===== config.mk =====
export PLATFORM = sky130hd
export DESIGN_NAME = hdmi_video_timing
export DESIGN_NICKNAME = d
export VERILOG_FILES = /design/src/rtl/hdmi_video_timing.sv
export SDC_FILE = /design/constraint.sdc
export NUM_CORES = 1
export LEC_CHECK = 0
export CAP_MARGIN = 20
export CORE_ASPECT_RATIO = 1.25
export CORE_UTILIZATION = 47
export CTS_CLUSTER_DIAMETER = 60
export DETAILED_ROUTE_END_ITERATION = 10
export GPL_TIMING_DRIVEN = 0
export PLACE_DENSITY = 0.86
export SYNTH_ARGS = -nofsm -noshare
export SYNTH_HDL_FRONTEND = slang
export SYNTH_SLANG_ARGS = --single-unit

===== constraint.sdc =====
create_clock -name clk -period 6.9 [get_ports clk]
set_clock_uncertainty 0.15 [all_clocks]
set_input_delay 2.07 -clock clk [delete_from_list [all_inputs] [get_ports clk]]
set_output_delay 2.07 -clock clk [all_outputs]
set_load 0.01 [all_outputs]

===== src/rtl/hdmi_video_timing.sv =====
// hdmi_video_timing
//   Raster timing stage in front of the per-lane TMDS encoders.
//   Free-running 720p60 x/y counters feed the pixel/game generator. Its pixel
//   returns on pix_in PIX_LAT clocks later, so de/hsync/vsync are delayed by
//   the same amount to produce aligned vid_* outputs. Also generates
//   frame_start and the game-speed tick (game_tick).
//   Optional feature: define HDMI_TPG_EN to add the tpg_on input and an
//   8-bar colour test pattern that can replace pix_in.

module hdmi_video_timing #(
    parameter int HFRAME         = 1650,
    parameter int HSCREEN        = 1280,
    parameter int HSYNC_START    = 1390,
    parameter int HSYNC_END      = 1430,
    parameter int VFRAME         = 750,
    parameter int VSCREEN        = 720,
    parameter int VSYNC_START    = 725,
    parameter int VSYNC_END      = 730,
    parameter int PIX_LAT        = 1,
    parameter int MFRAM_CNT_MAX  = 30,
    parameter bit HSYNC_POLARITY = 1'b1,
    parameter bit VSYNC_POLARITY = 1'b1
) (
    input  logic        clk,
    input  logic        arst_n,
    output logic [11:0] x,
    output logic [11:0] y,
    output logic        frame_start,
    output logic        game_tick,
    input  logic [23:0] pix_in,
    output logic [23:0] vid_pix,
    output logic        vid_de,
    output logic        vid_hs,
    output logic        vid_vs
`ifdef HDMI_TPG_EN
    ,
    input  logic        tpg_on
`endif
);

    localparam logic [11:0] X_LAST   = 12'(HFRAME - 1);
    localparam logic [11:0] Y_LAST   = 12'(VFRAME - 1);
    localparam logic [11:0] X_VIS    = 12'(HSCREEN);
    localparam logic [11:0] Y_VIS    = 12'(VSCREEN);
    localparam logic [11:0] HS_FIRST = 12'(HSYNC_START);
    localparam logic [11:0] HS_STOP  = 12'(HSYNC_END);
    localparam logic [11:0] VS_FIRST = 12'(VSYNC_START);
    localparam logic [11:0] VS_STOP  = 12'(VSYNC_END);
    localparam logic [4:0]  M_LAST   = 5'(MFRAM_CNT_MAX - 1);

    logic               de_raw;
    logic               hs_raw;
    logic               vs_raw;
    logic [PIX_LAT-1:0] de_sr;
    logic [PIX_LAT-1:0] hs_sr;
    logic [PIX_LAT-1:0] vs_sr;
    logic [4:0]         mfram_cnt;

    // Raster counters: x runs every clock, y advances (and wraps) at end of line.
    // NOTE: sequential state uses non-blocking assignments so every register
    // samples pre-edge values, independent of block ordering.
    always_ff @(posedge clk or negedge arst_n) begin
        if (!arst_n) begin
            x <= '0;
            y <= '0;
        end else if (x == X_LAST) begin
            x <= '0;
            y <= (y == Y_LAST) ? 12'd0 : y + 12'd1;
        end else begin
            x <= x + 12'd1;
        end
    end

    // Raw timing decode from the registered counters; vsync changes only when
    // y changes, which happens at x==0, so it is inherently line-aligned.
    // NOTE: every combinational output gets a value on every path (here via
    // full expressions) so no latch is inferred.
    always_comb begin
        de_raw = (x < X_VIS) && (y < Y_VIS);
        hs_raw = ((x >= HS_FIRST) && (x < HS_STOP)) ? HSYNC_POLARITY : ~HSYNC_POLARITY;
        vs_raw = ((y >= VS_FIRST) && (y < VS_STOP)) ? VSYNC_POLARITY : ~VSYNC_POLARITY;
    end

    // Delay line matching the generator latency; stage 0 takes the raw decode.
    // NOTE: the delay stages are reset to the idle levels so no partial sync
    // or enable pulse leaks out after a mid-frame reset.
    always_ff @(posedge clk or negedge arst_n) begin
        if (!arst_n) begin
            de_sr <= '0;
            hs_sr <= {PIX_LAT{~HSYNC_POLARITY}};
            vs_sr <= {PIX_LAT{~VSYNC_POLARITY}};
        end else begin
            de_sr[0] <= de_raw;
            hs_sr[0] <= hs_raw;
            vs_sr[0] <= vs_raw;
            for (int i = 1; i < PIX_LAT; i++) begin
                de_sr[i] <= de_sr[i-1];
                hs_sr[i] <= hs_sr[i-1];
                vs_sr[i] <= vs_sr[i-1];
            end
        end
    end

    assign vid_de = de_sr[PIX_LAT-1];
    assign vid_hs = hs_sr[PIX_LAT-1];
    assign vid_vs = vs_sr[PIX_LAT-1];

    assign frame_start = (x == 12'd0) && (y == 12'd0);

    // Frame counter for the game-speed tick; advances as each frame_start cycle closes.
    always_ff @(posedge clk or negedge arst_n) begin
        if (!arst_n) begin
            mfram_cnt <= '0;
        end else if (frame_start) begin
            mfram_cnt <= (mfram_cnt == M_LAST) ? 5'd0 : mfram_cnt + 5'd1;
        end
    end

    assign game_tick = frame_start && (mfram_cnt == M_LAST);

`ifdef HDMI_TPG_EN
    localparam int BAR_W = HSCREEN / 8;

    logic [11:0] x_sr [PIX_LAT];
    logic [11:0] x_al;
    logic [11:0] bar_idx;
    logic [23:0] bar_pix;

    // Column delay line so the bar colour lines up with vid_de.
    always_ff @(posedge clk or negedge arst_n) begin
        if (!arst_n) begin
            for (int i = 0; i < PIX_LAT; i++) x_sr[i] <= '0;
        end else begin
            x_sr[0] <= x;
            for (int i = 1; i < PIX_LAT; i++) x_sr[i] <= x_sr[i-1];
        end
    end

    assign x_al    = x_sr[PIX_LAT-1];
    assign bar_idx = x_al / 12'(BAR_W);

    // Bar colour lookup, white on the left through black on the right.
    always_comb begin
        bar_pix = 24'h000000;
        case (bar_idx[2:0])
            3'd0: bar_pix = 24'hFFFFFF;
            3'd1: bar_pix = 24'hFFFF00;
            3'd2: bar_pix = 24'h00FFFF;
            3'd3: bar_pix = 24'h00FF00;
            3'd4: bar_pix = 24'hFF00FF;
            3'd5: bar_pix = 24'hFF0000;
            3'd6: bar_pix = 24'h0000FF;
            default: bar_pix = 24'h000000;
        endcase
    end

    assign vid_pix = !vid_de ? 24'h0 : (tpg_on ? bar_pix : pix_in);
`else
    assign vid_pix = vid_de ? pix_in : 24'h0;
`endif

endmodule


==> results.toml <==
[cts]
clockBufferDepth = 2
cts_root_buf = "clkbuf_8"
numCtsBuffers = 5
cts_setup_buffers = 0
clock_sink_count = 32
clkSlewWorstSetupHoldPaths_ns = 0.07
htree_levels = 2
cts_hold_buf = 0
cts_resized = 0
clkLatencyLatePin_ns = 0.29
cts_tree = "built"

[min_path]
whs_endpoint = "mfram_cnt[4]"
hp-class = "flip-flop to flip-flop"
worstHoldStart = "mfram_cnt[4]"
min_path_cells = 1

[logic_synthesis]
syn_avg_cell_area_um2 = 9.39
synthMuxAreaShare_pct = 2.75
ys_types = 47
synth_top_family_by_area = "simple AND/OR/NAND/NOR gates"
synth_compound_area_share_pct = 9.95
synthCells = 213
synth_fa_ha_area_share_pct = 5.63
async_flop_share_pct = 100
synth-xor-area-share_pct = 4.82
ys_seq_area_share_pct = 40.1
synth_warnings = 0
yosys.area_share.simple_pct = 32.0
synth_flop_cell = "dfrtp_1"
synth-edff-count = 0
syn_nets = 248
syn-cell-area_um2 = 2000
synth-seq-cells = 32

[run_status]
status = "finished, final reports clean"

[grt]
grt_pass1_wl_um = 7800
grt_usage_pct = 23.5
grt.overflow.total = 0
antenna_found_initial = 0
grt_pass1_vias = 1745
grt_max_degree = 33

[route]
post_drt_wl_per_cell_um = 14.3
drt_pass1_iterations = 4
vias_per_cell = 5.28
vias = 1874
drt_wl_total_um = 5070
drc = 0
ant_nets = 0
drt-initial-drc-count = 62

[worst_setup_path]
cp_data_required_time_ns = 4.68
crit_fanout = 1
crit_type = "primary input to output port"
reg2reg_to = "mfram_cnt[0]"
cp-start-kind = "primary input"
reg2reg_from = "y[1]"
r2r.worst_path.cells = 7
end_kind = "output port"
crit_arrival_ns = 3.19
r2r_slack_ns = 4.64

[timing]
period_minus_slack_ns = 5.41
finalCritPeriodShare_pct = 78.3
relSlewSlack_pct = 53.1
hold_ws_ns = 0.341
drv_slew = 0
worst_pin_slew_ns = 0.704
setup_violations = 0
fin_setup_tns_ns = 0
rsz0062_at_grt = "false"
fmax_mhz = 185
setup_slack_ns = 1.49
hold_viol = 0

[layout]
layout.cells.non_filler = 355
final_common_cell = "clkdlybuf4s50_1"
layout-drive-gt1-share_pct = 6.02
num_antenna_cells = 0
nNetsFinal = 333
final_cell_mix = "clkdlybuf4s50_1, dfrtp_1, and2_1, nor2_1"
area_growth_syn_to_layout_pct = 46.8

[place]
numPlacedInstances = 347
portBuffers = 78
pre_cts_slack_ns = 1.48
hpwl_um = 3820
gp_congestion = 0.829

[floorplanning]
die_h_um = 74.9
design.core.area_um2 = 4070
design.die.area_um2 = 4520
fp.dieW_um = 60.3
pin_count = 79
initial_utilization_pct = 49.2
rows = 26

[pwr]
p_per_area_nw_per_um2 = 129
power.static_leakage_nw = 1.20
max-vdd-ir-drop_v = 0.0000926

[run]
maxCapViolCount = 0
kinds of logic after synthesis:
| logic type | Yosys count |
|---|---|
| simple gates | 107 |
| flops | 32 |
| compound gates | 29 |
| buf+inv | 20 |
| xor+xnor | 11 |
| fa+ha+maj | 9 |
| mux | 5 |
worst max-delay path, stage by stage:
cell and delay, ns:
clkdlybuf4s50_1 0.47, and2_1 0.12, clkdlybuf4s50_1 0.52
power breakdown:
group,total [W],leakage [nW],internal (W),switching [W]
Sequential,0.000188,0.422,0.000188,0
Combinational,0.0000399,0.730,0.0000273,0.0000127
Clock,0.000150,0.0455,0.0000812,0.0000685
Total,0.000377,1.20,0.000296,0.0000812
flip-flops by register name (all words and copies together) (netlist names):
name and count:
vid_vs 1, y 12, vid_hs 1, x 12, mfram_cnt 5, vid_de 1
how the worst max path moves through the flow:
stage	end	start	slack [ns]	cells after the start
6_report	vid_pix[12]	pix_in[12]	1.49	3
5_1_grt	vid_pix[19]	pix_in[19]	1.46	3
4_1_cts	vid_pix[12]	pix_in[12]	1.48	3
3_5_place_dp	vid_pix[12]	pix_in[12]	1.48	3
3_3_place_gp	vid_pix[19]	pix_in[19]	1.50	3
2_1_floorplan	vid_pix[0]	pix_in[0]	2.45	1
cells in the mapped netlist, types with 2 or more instances:
master / n / area (µm²)
dfrtp_1: 32 / 801
and2_1: 28 / 175
nor2_1: 19 / 71.3
inv_1: 11 / 41.3
nand3_1: 11 / 55.1
ha_1: 9 / 113
nand2_1: 9 / 33.8
o21ai_1: 9 / 45.0
xnor2_1: 9 / 78.8
nand4_1: 7 / 43.8
nor3_1: 6 / 30.0
o31ai_1: 5 / 37.5
clkbuf_1: 4 / 15.0
nor4_1: 4 / 25.0
a21o_1: 3 / 22.5
and3_1: 3 / 18.8
and4_1: 3 / 26.3
nor2b_1: 3 / 18.8
a21bo_1: 2 / 20.0
buf_6: 2 / 22.5
mux2_1: 2 / 22.5
mux2_2: 2 / 22.5
nand3b_1: 2 / 15.0
nor4_4: 2 / 42.5
o21ai_0: 2 / 10.0
or2_1: 2 / 12.5
xor2_1: 2 / 17.5
metal layers:
layer	GRT usage (%)	part of all wire (%)
met3	6.36	9.0
met1	25.5	39
met5	0	0
met2	41.8	50
met4	11.4	1.6
per-stage QoR:
stage,cell area [µm²],util [%],total power [W]
detailed placement,2850,70.0,0.000232
floorplan,2000,-,0.000201
global placement,2850,70.1,0.000231
finish,2940,72.2,0.000377
global route,2940,72.2,0.000392
CTS,2940,72.2,0.000380
cell type report:
| cell class | instances | area (µm²) |
|---|---|---|
| fill | 308 | 1130 |
| multi-input combinational | 161 | 1100 |
| sequential | 32 | 801 |
| timing repair buffer | 78 | 776 |
| clock buffer | 8 | 90.1 |
| tap | 56 | 70.1 |
| buffer | 8 | 50.0 |
| inverter | 12 | 45.0 |
(Power assumes the default switching activity.)
